### src/rtl/kpd_pkg.sv
// Shared types and default timing for the keypad event path.
// Pure declarations; no latency.
// No flow control here; consumers size their counters from these constants.
package kpd_pkg;

    typedef enum logic [1:0] {
        IDLE  = 2'd0,
        PULSE = 2'd1,
        WAIT  = 2'd2,
        HOLD  = 2'd3
    } kpd_state_t;

    localparam int KEY_W = 4;

    // Defaults shared with the keypad scan/debounce driver
    localparam int KPD_DEPTH          = 4;
    localparam int KPD_INTR_CYCLES    = 3;
    localparam int KPD_HOLDOFF_CYCLES = 2;
    localparam int KPD_RETRY_CYCLES   = 1000000;

endpackage

### src/rtl/key_fifo.sv
// Key-code FIFO: storage, wrap-around pointers, occupancy and sticky overflow.
// Push/pop take effect at the clock edge; the head code is visible combinationally from the head register.
// A push into a full FIFO is accepted only if a pop happens in the same cycle; otherwise it is dropped and flagged.
module key_fifo
    import kpd_pkg::*;
#(
    parameter int DEPTH = KPD_DEPTH,
    parameter int KEY_W = kpd_pkg::KEY_W
)(
    input  logic                     clk,
    input  logic                     rst_n,
    input  logic                     push_vld,
    input  logic [KEY_W-1:0]         push_dat,
    input  logic                     pop_req,
    input  logic                     clr_ovf,
    output logic [KEY_W-1:0]         head_dat,
    output logic [$clog2(DEPTH):0]   count,
    output logic                     overflow
);

    localparam int PW = $clog2(DEPTH);
    localparam int CW = PW + 1;

    logic [KEY_W-1:0] mem_q [DEPTH];
    logic [PW-1:0]    wr_ptr_q;
    logic [PW-1:0]    rd_ptr_q;
    logic [CW-1:0]    count_q, count_d;
    logic             ovf_q, ovf_d;
    logic             full, empty, push, pop, drop;

    assign full  = (count_q == CW'(DEPTH));
    assign empty = (count_q == '0);
    assign pop   = pop_req && !empty;
    // A full FIFO still accepts a push when the head leaves in the same cycle
    assign push  = push_vld && (!full || pop);
    assign drop  = push_vld && full && !pop;

    // Occupancy and overflow next-state; a drop beats a same-cycle clear
    always_comb begin
        count_d = count_q;
        if (push && !pop) begin
            count_d = count_q + CW'(1);
        end else if (pop && !push) begin
            count_d = count_q - CW'(1);
        end
        ovf_d = ovf_q;
        if (drop) begin
            ovf_d = 1'b1;
        end else if (clr_ovf) begin
            ovf_d = 1'b0;
        end
    end

    // Storage and pointers; pointers wrap naturally since DEPTH is a power of 2
    always_ff @(posedge clk or negedge rst_n) begin
        if (!rst_n) begin
            for (int i = 0; i < DEPTH; i++) begin
                mem_q[i] <= '0;
            end
            wr_ptr_q <= '0;
            rd_ptr_q <= '0;
            count_q  <= '0;
            ovf_q    <= 1'b0;
        end else begin
            if (push) begin
                mem_q[wr_ptr_q] <= push_dat;
                wr_ptr_q        <= wr_ptr_q + PW'(1);
            end
            if (pop) begin
                rd_ptr_q <= rd_ptr_q + PW'(1);
            end
            count_q <= count_d;
            ovf_q   <= ovf_d;
        end
    end

    assign head_dat = empty ? '0 : mem_q[rd_ptr_q];
    assign count    = count_q;
    assign overflow = ovf_q;

endmodule

### src/rtl/keypad_event_ctrl.sv
// Queues key presses and sequences a fixed-width, re-armable interrupt pulse to the MCU.
// Key -> intr high in 2 cycles minimum; key_data/count follow the FIFO the cycle after a push or read.
// Keys arriving while the FIFO is full and not being read are dropped and flagged on overflow.
module keypad_event_ctrl
    import kpd_pkg::*;
#(
    parameter int DEPTH          = KPD_DEPTH,
    parameter int INTR_CYCLES    = KPD_INTR_CYCLES,
    parameter int HOLDOFF_CYCLES = KPD_HOLDOFF_CYCLES,
    parameter int RETRY_CYCLES   = KPD_RETRY_CYCLES
)(
    input  logic                     clk,
    input  logic                     rst_n,
    input  logic                     key_valid,
    input  logic [KEY_W-1:0]         key_code,
    input  logic                     rd_strobe,
    input  logic                     clr_ovf,
    output logic                     intr,
    output logic [KEY_W-1:0]         key_data,
    output logic                     key_avail,
    output logic                     overflow,
    output logic [$clog2(DEPTH):0]   count,
    output logic [1:0]               state_dbg
);

    localparam int PCW = (INTR_CYCLES    > 1) ? $clog2(INTR_CYCLES)    : 1;
    localparam int HCW = (HOLDOFF_CYCLES > 1) ? $clog2(HOLDOFF_CYCLES) : 1;
    localparam int RCW = (RETRY_CYCLES   > 1) ? $clog2(RETRY_CYCLES)   : 1;

    kpd_state_t             state_q, state_d;
    logic [PCW-1:0]         pulse_q, pulse_d;
    logic [HCW-1:0]         hold_q, hold_d;
    logic [RCW-1:0]         retry_q, retry_d;
    logic                   intr_q, intr_d;
    logic [KEY_W-1:0]       head;
    logic [$clog2(DEPTH):0] fifo_cnt;
    logic                   fifo_ovf;
    logic                   pending;

    key_fifo #(
        .DEPTH (DEPTH),
        .KEY_W (KEY_W)
    ) u_fifo (
        .clk      (clk),
        .rst_n    (rst_n),
        .push_vld (key_valid),
        .push_dat (key_code),
        .pop_req  (rd_strobe),
        .clr_ovf  (clr_ovf),
        .head_dat (head),
        .count    (fifo_cnt),
        .overflow (fifo_ovf)
    );

    assign pending = (fifo_cnt != '0);

    // Interrupt sequencer: intr_d is high exactly for the cycles spent in PULSE
    always_comb begin
        state_d = state_q;
        pulse_d = pulse_q;
        hold_d  = hold_q;
        retry_d = retry_q;
        intr_d  = 1'b0;
        case (state_q)
            IDLE: begin
                if (pending) begin
                    state_d = PULSE;
                    pulse_d = PCW'(INTR_CYCLES - 1);
                    intr_d  = 1'b1;
                end
            end
            PULSE: begin
                // A read here pops the FIFO but the pulse still runs to full width
                if (pulse_q == '0) begin
                    state_d = WAIT;
                    retry_d = '0;
                end else begin
                    pulse_d = pulse_q - PCW'(1);
                    intr_d  = 1'b1;
                end
            end
            WAIT: begin
                if (rd_strobe) begin
                    state_d = HOLD;
                    hold_d  = HCW'(HOLDOFF_CYCLES - 1);
                end else if (!pending) begin
                    state_d = IDLE;
                end else if (retry_q == RCW'(RETRY_CYCLES - 1)) begin
                    // ISR never came: re-issue the pulse
                    state_d = PULSE;
                    pulse_d = PCW'(INTR_CYCLES - 1);
                    intr_d  = 1'b1;
                end else begin
                    retry_d = retry_q + RCW'(1);
                end
            end
            HOLD: begin
                // Guaranteed low gap so the MCU sees separate edges per key
                if (hold_q == '0) begin
                    state_d = IDLE;
                end else begin
                    hold_d = hold_q - HCW'(1);
                end
            end
            default: state_d = IDLE;
        endcase
    end

    // FSM, counters and the registered interrupt output
    always_ff @(posedge clk or negedge rst_n) begin
        if (!rst_n) begin
            state_q <= IDLE;
            pulse_q <= '0;
            hold_q  <= '0;
            retry_q <= '0;
            intr_q  <= 1'b0;
        end else begin
            state_q <= state_d;
            pulse_q <= pulse_d;
            hold_q  <= hold_d;
            retry_q <= retry_d;
            intr_q  <= intr_d;
        end
    end

    assign intr      = intr_q;
    assign state_dbg = state_q;
    assign key_data  = head;
    assign key_avail = pending;
    assign overflow  = fifo_ovf;
    assign count     = fifo_cnt;

endmodule
### config.mk
export PLATFORM = sky130hd
export DESIGN_NAME = keypad_event_ctrl
export DESIGN_NICKNAME = d
export VERILOG_FILES = /design/src/rtl/kpd_pkg.sv /design/src/rtl/key_fifo.sv /design/src/rtl/keypad_event_ctrl.sv
export SDC_FILE = /design/constraint.sdc
export NUM_CORES = 1
export LEC_CHECK = 0
export BUFFER_PORTS_ARGS = -buffer_cell sky130_fd_sc_hd__buf_2
export CORE_AREA = 5 5 73 75
export DETAILED_ROUTE_END_ITERATION = 8
export DIE_AREA = 0 0 78 80
export GPL_ROUTABILITY_DRIVEN = 0
export PLACE_DENSITY = 0.8
export SLEW_MARGIN = 20
export SYNTH_ARGS = -nofsm -noshare
export SYNTH_HDL_FRONTEND = slang
export SYNTH_SLANG_ARGS = --single-unit
### constraint.sdc
create_clock -name clk -period 2.8 [get_ports clk]
set_input_delay 0.42 -clock clk [delete_from_list [all_inputs] [get_ports clk]]
set_output_delay 0.42 -clock clk [all_outputs]
set_load 0.01 [all_outputs]
* After elaboration in Yosys (flattened, before gate mapping) *
Cells that the tools add are included.

storage, ports and cells
  bits in registers = 50
  latch bits = 0
  bits in writable memories = 0
  ROM bits = 0
  output and inout bits = 12
  word-level logic and storage cells = 103
  memories kept = 0

operators by class
  $add $sub $neg = 7
  $mul = 0
  div/mod/pow operators = 0
  order comparisons = 3
  equal/unequal tests = 15
  shift operators = 0
  muxes and demuxes = 38
  bitwise logic cells = 2
  reductions and logical operators = 25

operators by type and width
  kind                                                             count
  20-bit 2-to-1 mux                                                4
  20-bit case mux with 2 select lines                              1
  2-bit 2-to-1 mux                                                 11
  20-bit by 1-bit adder with 20-bit output, second input constant  1
  20-bit == test, second input constant                            1
  2-bit inequality test, second input constant                     9
  16-bit bitwise mux                                               1
  4-bit 2-to-1 mux                                                 4
  1-bit 2-to-1 mux                                                 9
  4-bit binary-select mux with 2-bit select                        1
  4-bit demux with 2-bit select                                    1
  2-bit case mux with 4 select lines                               1
  2-bit nonzero test                                               4
  1-bit logical AND                                                7
  3-bit greater-or-equal comparator, second input constant         2
  3-bit 2-to-1 mux                                                 2
  2-bit NOT with 3-bit output                                      2
  2-bit case mux with 3 select lines                               1
  6-bit AND reduction                                              1
  3-bit nonzero test                                               2
  5-bit AND reduction                                              1
  2-bit by 1-bit adder with 2-bit output, second input constant    2
  2-bit == test, second input constant                             2
  1-bit logical NOT                                                4
  15 further kinds                                                 16

* Depth between registers and ports, before layout *
Gate-level depths: netlist of run 1.

  word-level depth = 9
  gate-level depth with buffers = 9
  gate-level depth less buffers = 8

* Modules after synthesis *
From an unflattened synthesis of run 1, not the netlist that was laid out.

unflattened totals
  cell total of the unflattened synthesis = 250
  area total of the unflattened synthesis = 2663.8 um2

by module, submodules not included
  module             times used  cells an instance  area each (um2)
  keypad_event_ctrl  1           167                1502.7
  key_fifo           1           83                 1161.1

* Least setup slack after synthesis of run 1 *
No wires, ideal clock.

  path type = flip-flop to flip-flop
  start = reg u_fifo.count_q[0], in the netlist u_fifo.count[0]
  end = reg u_fifo.count_q[2], in the netlist u_fifo.count[2]
  setup time = 79 ps
  arrival = 2200 ps
  required time = 2721 ps
  setup slack = 521 ps
  stages on the path, launching flop included = 10
  cell sequence = dfrtp_1 -> or3_1 -> clkbuf_1 -> nand2_1 -> ha_1 -> inv_1 -> fa_1 -> xor2_1 -> nor2_1 -> xor2_1

on the way
  cells in the longest elaborated chain, start to end = 8

ends and longest elaborated chain
  what                                                                                 line            text
  start: declaration                                                                   key_fifo.sv:27  logic [CW-1:0] count_q, count_d;
  start signal: assignment                                                             key_fifo.sv:72  count_q <= count_d;
  branches (longest 8 deep; another with 3-bit by 1-bit subtractor with 3-bit output)  n/a

Parallel ways; which one is timed is not known. The select of a mux whose other input is x is not followed.
A chain may end at the register's enable or synchronous reset.

* Worst setup path after layout of run 1 *
  start = reg u_fifo.count_q[0], in the netlist u_fifo.count[0]
  end = reg retry_q[18]

on the way
  cells in the longest elaborated chain, start to end = 3

ends and longest elaborated chain
  what                                    line                      text
  3-bit nonzero test                      keypad_event_ctrl.sv:55   assign pending = (fifo_cnt != '0);
  2-bit inequality test (no source line)  n/a
  5-bit AND reduction (no source line)    n/a
  end signal: assignment                  keypad_event_ctrl.sv:121  retry_q <= retry_d;
  end: declaration                        keypad_event_ctrl.sv:33   logic [RCW-1:0] retry_q, retry_d;

No other way between the ends.

==> impl_metrics.py, run 1 <==
metrics = {
    "pwr": {
        "p_seq_share_pct": 44.6,
        "switchingPower_mw": 0.919,
        "power_mw": 2.60,
        "clock_power_share_pct": 16.5,
        "ir_drop_mv": 0.534,
        "p_sw_share_pct": 35.3,
        "powerDensity_nw_per_um2": 913,
        "combinationalPowerShare_pct": 38.8,
        "p_int_mw": 1.68,
        "p_leak_nw": 1.26,
    },
    "critical_path": {
        "crit_required_ps": 2990,
        "r2r_end": "retry_q[18]",
        "rr_worst_depth": 5,
        "cp-end-kind": "flop",
        "critPathKind": "reg -> reg",
        "cp_max_fo": 28,
        "arrival_ps": 2690,
        "timing.rr.start": "u_fifo.count[0]",
        "crit_path_start_kind": "flop",
        "regToRegSetupSlack_ps": 300,
    },
    "grt": {
        "antenna_found_initial": 0,
        "track_usage_pct": 17.5,
        "grt_pass1_vias": 1845,
        "grt.overflow.total": 0,
        "grt_pass1_wl_mm": 8.74,
        "grt_start_max_net_pins": 29,
    },
    "detailed_routing": {
        "num_vias": 1903,
        "wirelength_mm": 5.03,
        "via_per_inst": 5.98,
        "drt_iter0_markers": 122,
        "route.detailed.drc": 0,
        "postRouteAntennaNets": 0,
        "dr.pass1.iters": 4,
        "wl_per_cell_um": 15.8,
    },
    "sta": {
        "period_needed_ps": 2500,
        "hold_viol": 0,
        "tightestPinTransition_ps": 1060,
        "setup_viol_count_final": 0,
        "rsz0062_at_grt": "false",
        "maxSlewHeadroom_pct": 29.3,
        "max_freq_mhz": 400,
        "layout_worst_path_cycle_share_pct": 89.3,
        "tns_ps": 0,
        "maxSlewViolCount": 0,
        "clock_skew_ps": 5.28,
    },
    "synthesis": {
        "netlist.area_leader.share_pct": 47.8,
        "ys_warn_count": 0,
        "syn_area_sq_um": 2620,
        "synth_seq_cells": 50,
        "synth_cell_types": 46,
        "synthTopCellsByArea": "dfrtp_1 48%, mux2_2 8.2%, nand2_1 4.2%",
        "synth_area_leader_cell": "dfrtp_1",
        "avgSynthCellArea_sq_um": 10.8,
        "seq_area_frac_synth_pct": 47.8,
        "syn_inst": 243,
        "syn_nets": 260,
    },
    "place": {
        "io_buffers": 20,
        "dpl.hpwl_mm": 3.59,
    },
    "layout": {
        "area_growth_pct": 8.74,
        "drive_above_1_share_pct": 23.1,
        "most-common-layout-cells": "50 x dfrtp_1, 29 x nand2_1, 20 x buf_2",
        "n_antenna_cell": 0,
        "final_common_cell": "dfrtp_1",
        "final_nets": 280,
    },
    "die": {
        "core-area_sq_um": 4600,
        "die_h_um": 80,
        "dieArea_sq_um": 6240,
        "ioPinCount": 21,
        "fp.dieW_um": 78,
        "num_rows": 25,
        "start_util_pct": 57.0,
    },
    "clock_network": {
        "cts_resized": 0,
        "clk_latency_ps": 300,
        "cts.reportedPaths.clkPinSlew_ps": 90,
        "numCtsBuffers": 5,
        "cts_buffer_depth": 2,
        "cts_tree": "done",
        "cts_max_level": 2,
        "cts_root_buffer": "clkbuf_8",
        "hold_buffers": 0,
        "postCtsSetupRepairBufs": 0,
        "clock_sinks": 50,
    },
    "min_path": {
        "hp-class": "in -> async",
    },
    "run_status": {
        "status": "finished, final reports clean",
    },
    "flow_run": {
        "cap_violations": 0,
    },
}
==> per-layer routing <==
metal	vias up	track usage, %	share of wire (%)
met5	-	0	0
met2	29	29.2	50
met4	0	6.25	1.5
li1	932	-	-
met1	936	22.3	45
met3	6	4.06	3.6
==> per-stage QoR <==
stage / utilization [%] / setup WS (ps) / cells / instance area (sq um) / hold slack (ps)
floorplan: - / 521 / 243 / 2620 / 124
global placement: 60.0 / 434 / 310 / 2760 / 459
detailed placement: 60.0 / 356 / 310 / 2760 / 471
CTS: 62.0 / 322 / 318 / 2850 / 131
global route: 62.0 / 98.6 / 318 / 2850 / 151
finish: 62.0 / 300 / 318 / 2850 / 112
==> state kept, by name, indices dropped and copies added (netlist names) <==
signal / count
hold_q: 1
intr: 1
pulse_q: 2
retry_q: 20
state_dbg: 2
u_fifo.count: 3
u_fifo.mem_q: 16
u_fifo.overflow: 1
u_fifo.rd_ptr_q: 2
u_fifo.wr_ptr_q: 2
==> synthesized netlist by cell type (all sizes together) <==
| master | instances |
|---|---|
| a211o | 4 |
| a211oi | 1 |
| a21boi | 1 |
| a21oi | 11 |
| a221oi | 1 |
| a2bb2oi | 1 |
| a31oi | 17 |
| a41oi | 4 |
| and2 | 4 |
| and3 | 4 |
| and4 | 2 |
| buf | 5 |
| clkbuf | 6 |
| dfrtp | 50 |
| fa | 1 |
| ha | 7 |
| inv | 8 |
| mux2 | 19 |
| mux2i | 2 |
| mux4 | 4 |
| nand2 | 29 |
| nand2b | 2 |
| nand3 | 12 |
| nand3b | 1 |
| nand4 | 2 |
| nor2 | 10 |
| nor2b | 1 |
| nor3 | 2 |
| nor3b | 4 |
| nor4 | 4 |
| nor4b | 1 |
| o211a | 1 |
| o21ai | 11 |
| o22ai | 1 |
| or2 | 1 |
| or3 | 1 |
| or4 | 1 |
| or4b | 1 |
| xnor2 | 4 |
| xor2 | 2 |
==> power by group through the flow <==
| stage | sequential, mW | clock (mW) | combinational [mW] |
|---|---|---|---|
| global route | 1.20 | 0.479 | 1.12 |
| CTS | 1.16 | 0.447 | 1.03 |
| floorplan | 1.12 | 0 | 0.771 |
| global placement | 1.16 | 0 | 0.989 |
| finish | 1.16 | 0.430 | 1.01 |
| detailed placement | 1.17 | 0 | 1.02 |
==> worst max-delay path by stage <==
stage | start | endpoint | depth (start not counted)
CTS | u_fifo.count[0] | retry_q[18] | 5
detailed placement | u_fifo.count[0] | retry_q[8] | 5
global placement | u_fifo.count[0] | retry_q[17] | 5
floorplan | u_fifo.count[0] | u_fifo.count[2] | 9
global route | u_fifo.count[0] | retry_q[18] | 5
finish | u_fifo.count[0] | retry_q[18] | 5
==> kinds of logic (layout without fill, tap and decap cells) <==
family                   after synthesis  after routing  share of synthesized area (%)
AO/OA/AOI/OAI                         53             53                           13.4
buffers and inverters                 19             40                           3.44
flip-flops                            50             50                           47.8
XOR/XNOR                               6              6                           2.01
AND/OR/NAND/NOR                       82             82                           16.9
adder cells (fa/ha/maj)                8              8                           4.11
multiplexers                          25             25                           12.4
==> critical path, cell delays in order, from the launching register on <==
cell	delay, ps
dfrtp_1	440
or3_1	340
nand3_1	170
a21oi_2	800
nor2_1	270
a211o_1	360
==> cell type report <==
cell class                      count  area, sq um
Clock inverter                      1         5.00
Sequential cell                    50         1250
Fill cell                         382         1750
Tap cell                           54         67.6
Multi-Input combinational cell    174         1280
Clock buffer                        7         86.3
Inverter                            8         30.0
Timing Repair Buffer               24          130
Power figures use the tool's default switching activity.
==> inputs of run 2 (changes only) <==
- CORE_AREA: 5 5 73 75 -> 5 5 77 72
- DIE_AREA: 0 0 78 80 -> 0 0 82 77
- PLACE_DENSITY: 0.8 -> 0.79
==> impl_metrics.py, run 2 (synthesized netlist as in run 1, its figures left out) <==
metrics = {
    "run_status": {
        "status": "finished, final reports clean",
    },
    "clock_network": {
        "clock_sinks": 50,
        "cts_root_buffer": "clkbuf_8",
        "cts_max_level": 2,
        "cts.reportedPaths.clkPinSlew_ps": 90,
        "cts_resized": 0,
        "numCtsBuffers": 5,
        "cts_tree": "done",
        "clk_latency_ps": 300,
        "cts_buffer_depth": 2,
        "postCtsSetupRepairBufs": 0,
        "hold_buffers": 0,
    },
    "detailed_routing": {
        "postRouteAntennaNets": 0,
        "wirelength_mm": 5.10,
        "dr.pass1.iters": 6,
        "drt_iter0_markers": 78,
        "num_vias": 1915,
        "wl_per_cell_um": 15.5,
        "via_per_inst": 5.84,
        "route.detailed.drc": 0,
    },
    "critical_path": {
        "cp-end-kind": "flop",
        "cp_max_fo": 21,
        "critPathKind": "reg -> reg",
        "path_cells": "or3_1, nand3_1, a21oi_2, buf_4, o21ai_0, a31oi_1",
        "crit_path_top_delay_cell": "a21oi_2",
        "crit_required_ps": 3010,
        "arrival_ps": 2670,
        "crit_path_start_kind": "flop",
        "cpPeakStageDelay_ps": 600,
    },
    "pwr": {
        "p_int_mw": 1.65,
        "p_seq_share_pct": 45.4,
        "ir_drop_mv": 0.540,
        "clock_power_share_pct": 15.6,
        "switchingPower_mw": 0.920,
        "powerDensity_nw_per_um2": 902,
        "p_leak_nw": 1.25,
        "combinationalPowerShare_pct": 39.0,
        "p_sw_share_pct": 35.7,
    },
    "layout": {
        "final_common_cell": "dfrtp_1",
        "most-common-layout-cells": "50 x dfrtp_1, 29 x nand2_1, 20 x buf_2",
        "fillers": 390,
        "area_growth_pct": 8.83,
        "top_register": "retry_q",
        "final_nets": 280,
        "drive_above_1_share_pct": 22.8,
        "largest_register_ffs": 20,
        "n_antenna_cell": 0,
    },
    "die": {
        "start_util_pct": 55.9,
        "core-area_sq_um": 4680,
        "fp.dieW_um": 82,
        "ioPinCount": 21,
        "die_h_um": 77,
        "dieArea_sq_um": 6310,
        "num_rows": 24,
    },
    "grt": {
        "antenna_found_initial": 0,
        "grt_pass1_wl_mm": 9.02,
        "grt_pass1_vias": 1949,
        "grt.overflow.total": 0,
        "track_usage_pct": 18.0,
        "grt_start_max_net_pins": 29,
    },
    "sta": {
        "tns_ps": 0,
        "layout_worst_path_cycle_share_pct": 87.7,
        "period_needed_ps": 2460,
        "maxSlewHeadroom_pct": 50.6,
        "timing.hold.ws_ps": 127,
        "setup_viol_count_final": 0,
        "maxSlewViolCount": 0,
        "hold_viol": 0,
        "tightestPinTransition_ps": 741,
        "rsz0062_at_grt": "false",
        "max_freq_mhz": 407,
        "clock_skew_ps": 5.44,
    },
    "min_path": {
        "hp-class": "in -> async",
    },
    "flow_run": {
        "cap_violations": 0,
    },
    "place": {
        "dpl.hpwl_mm": 3.70,
        "io_buffers": 20,
    },
}
-- run 2: cell count changes in the layout (fill, tap and decap cells not counted) --
cell and change:
clkbuf_8 -1, clkinv_2 -1, clkinvlp_4 +1
-- run 2: worst paths after layout --
check,start,cells past startpoint,slack [ps],end
worst min register to register,u_fifo.mem_q[0],1,510,u_fifo.mem_q[0]
worst max register to register,u_fifo.count[0],6,340,retry_q[10]
worst min-delay path,rst_n,1,130,u_fifo.mem_q[6]
max in group asynchronous,rst_n,2,1930,retry_q[15]
min in group clk,clr_ovf,2,300,u_fifo.overflow
worst max-delay path,u_fifo.count[0],6,340,retry_q[10]
-- run 2: layout make-up --
type                            count  area, sq um  area share [%]
Inverter                            8         30.0            1.05
Timing Repair Buffer               24          130            4.56
Multi-Input combinational cell    174         1280            44.8
Sequential cell                    50         1250            43.9
Clock inverter                      1         7.51           0.263
Clock buffer                        6         72.6            2.54
Tap cell                           65         81.3            2.85
-- run 2: worst max-delay path, delay by kind of cell (launching register included) --
kind / cells / cell delay [ps]
AOI/OAI and AO/OA: 3 / 960
and+or+nand+nor: 2 / 630
DFF: 1 / 450
buffers and inverters: 1 / 330
-- run 2: per-stage QoR --
step	cell area (sq um)	utilization [%]	worst slack, ps	total power, mW	instances
floorplan	2620	-	521	1.89	243
global placement	2770	59.2	547	2.14	321
detailed placement	2770	59.2	438	2.20	321
CTS	2850	60.9	367	2.60	328
global route	2850	60.9	12.6	2.77	328
finish	2850	60.9	345	2.57	328
-- run 2: per-layer routing --
layer  share of wire, %  track usage, %  up-vias
met5                  0               0        -
met2                 49            27.7       37
met3                4.0            4.57        9
met1                 45            24.8      935
li1                   -               -      934
met4                1.4            5.98        0
-- run 2: power by group through the flow --
stage          sequential [mW]  combinational (mW)  clock [mW]
2_1_floorplan             1.12               0.771           0
3_3_place_gp              1.16               0.979           0
3_5_place_dp              1.18                1.02           0
4_1_cts                   1.17                1.02       0.412
5_1_grt                   1.21                1.12       0.443
6_report                  1.17                1.00       0.401
==> inputs of run 3 (changes only) <==
- CAP_MARGIN: default -> 5
- PLACE_DENSITY: 0.79 -> 0.8
- SYNTH_HIERARCHICAL: default -> 1
==> impl_metrics.py, run 3 <==
metrics = {
    "detailed_routing": {
        "drt_iter0_markers": 160,
        "wirelength_mm": 5.34,
        "num_vias": 1987,
        "dr.pass1.iters": 4,
        "route.detailed.drc": 0,
        "wl_per_cell_um": 15.9,
        "postRouteAntennaNets": 0,
        "via_per_inst": 5.91,
    },
    "min_path": {
        "hp-class": "in -> async",
    },
    "run_status": {
        "status": "finished, final reports clean",
    },
    "synthesis": {
        "avgSynthCellArea_sq_um": 10.7,
        "synthSimpleGateAreaFrac_pct": 18.7,
        "synth_area_leader_cell": "dfrtp_1",
        "netlist.area_leader.share_pct": 47.0,
        "syn_nets": 267,
        "muxShareOfSynthArea_pct": 12.2,
        "yosys-top-cells-count": "50 x dfrtp_1, 22 x nand2_1, 19 x mux2_2",
        "synthTopCellsByArea": "dfrtp_1 47%, mux2_2 8.0%, mux4_2 3.4%",
        "synth-main-ff-cell": "dfrtp_1",
        "synth_cell_types": 45,
        "synth_compound_area_share_pct": 12.9,
        "synth_top_family_by_area": "simple AND/OR/NAND/NOR gates",
        "synthArstFlopShare_pct": 100,
        "syn_inst": 250,
        "syn_area_sq_um": 2660,
        "ys_warn_count": 6,
        "synth_most_common_cell": "dfrtp_1",
        "synth-edff-count": 0,
        "synthAdderAreaFrac_pct": 4.04,
        "seq_area_frac_synth_pct": 47.0,
        "synth_seq_cells": 50,
        "synth_xor_area_share_pct": 1.97,
    },
    "critical_path": {
        "cp_max_fo": 14,
        "arrival_ps": 2520,
        "critPathKind": "reg -> reg",
        "crit_required_ps": 3010,
        "cp-end-kind": "flop",
        "crit_path_start_kind": "flop",
    },
    "layout": {
        "n_antenna_cell": 0,
        "top_register": "retry_q",
        "most-common-layout-cells": "50 x dfrtp_1, 22 x nand2_1, 20 x buf_2",
        "area_growth_pct": 9.82,
        "largest_register_ffs": 20,
        "fillers": 376,
        "final_common_cell": "dfrtp_1",
        "drive_above_1_share_pct": 21.8,
        "final_nets": 287,
    },
    "die": {
        "fp.dieW_um": 82,
        "core-area_sq_um": 4680,
        "ioPinCount": 21,
        "start_util_pct": 56.9,
        "dieArea_sq_um": 6310,
        "die_h_um": 77,
        "num_rows": 24,
    },
    "sta": {
        "maxSlewViolCount": 0,
        "setup_slack_ps": 487,
        "max_freq_mhz": 432,
        "period_needed_ps": 2310,
        "clock_skew_ps": 11.1,
        "tightestPinTransition_ps": 1020,
        "hold_viol": 0,
        "layout_worst_path_cycle_share_pct": 82.6,
        "setup_viol_count_final": 0,
        "tns_ps": 0,
        "rsz0062_at_grt": "false",
        "timing.hold.ws_ps": 18.3,
        "maxSlewHeadroom_pct": 31.9,
    },
    "grt": {
        "grt_pass1_wl_mm": 9.21,
        "grt_pass1_vias": 1910,
        "antenna_found_initial": 0,
        "grt_start_max_net_pins": 34,
        "track_usage_pct": 18.6,
        "grt.overflow.total": 0,
    },
    "clock_network": {
        "clock_sinks": 50,
        "cts.reportedPaths.clkPinSlew_ps": 90,
        "numCtsBuffers": 5,
        "postCtsSetupRepairBufs": 0,
        "cts_tree": "done",
        "cts_resized": 0,
        "cts_buffer_depth": 2,
        "clk_latency_ps": 310,
        "hold_buffers": 0,
        "cts_max_level": 2,
        "cts_root_buffer": "clkbuf_8",
    },
    "place": {
        "io_buffers": 20,
        "dpl.hpwl_mm": 3.88,
        "place_ws_ps": 450,
    },
    "pwr": {
        "p_leak_nw": 1.28,
        "ir_drop_mv": 0.610,
        "powerDensity_nw_per_um2": 950,
    },
    "flow_run": {
        "cap_violations": 0,
    },
}
run 3: cell families (layout without fill, tap and decap cells):
| family | count (synthesis) | count (layout) |
|---|---|---|
| simple gates | 88 | 88 |
| compound gates | 54 | 54 |
| flops | 50 | 50 |
| mux | 25 | 25 |
| buf+inv | 19 | 40 |
| fa+ha+maj | 8 | 8 |
| xor+xnor | 6 | 6 |
run 3: area by class of cell:
class | instances | area (sq um) | area share, %
Multi-Input combinational cell | 181 | 1330 | 45.4
Sequential cell | 50 | 1250 | 42.8
Timing Repair Buffer | 21 | 108 | 3.68
Tap cell | 65 | 81.3 | 2.78
Clock buffer | 5 | 68.8 | 2.35
Clock inverter | 3 | 47.5 | 1.63
Inverter | 11 | 41.3 | 1.41
run 3: report_power, final:
group	switching, mW	internal [mW]	total (mW)
sequential	0.225	0.960	1.18
combinational	0.515	0.552	1.07
clock	0.256	0.271	0.527
total	0.997	1.78	2.78
run 3: per-layer routing:
layer	global-route usage, %	vias to the layer above	share of wire (%)
li1	-	955	-
met1	26.1	973	45
met2	28.7	52	49
met3	3.75	7	4.3
met4	5.98	0	1.1
met5	0	-	0
run 3: worst paths after layout:
kind / startpoint / to / slack (ps) / cells past startpoint
max: retry_q[0] / retry_q[9] / 490 / 6
max reg2reg: retry_q[0] / retry_q[9] / 490 / 6
min in group clk: clr_ovf / u_fifo/overflow / 290 / 2
min: rst_n / u_fifo/mem_q[0] / 20 / 1
max in group asynchronous: rst_n / retry_q[5] / 2020 / 2
min reg2reg: retry_q[18] / retry_q[18] / 480 / 1
run 3: per-stage QoR:
step	cells	total power, mW	utilization [%]	cell area (sq um)
6_report	336	2.78	62.4	2930
5_1_grt	336	2.99	62.4	2930
3_5_place_dp	328	2.28	60.0	2810
4_1_cts	336	2.81	62.4	2930
2_1_floorplan	250	1.95	-	2660
3_3_place_gp	328	2.21	60.0	2810
run 3: worst max-delay path, stage by stage (launching register included):
cell and delay, ps:
dfrtp_1 430, ha_1 230, and4_4 290, nand4_1 110
o2bb2ai_1 820, o21ai_0 230, o31ai_1 110
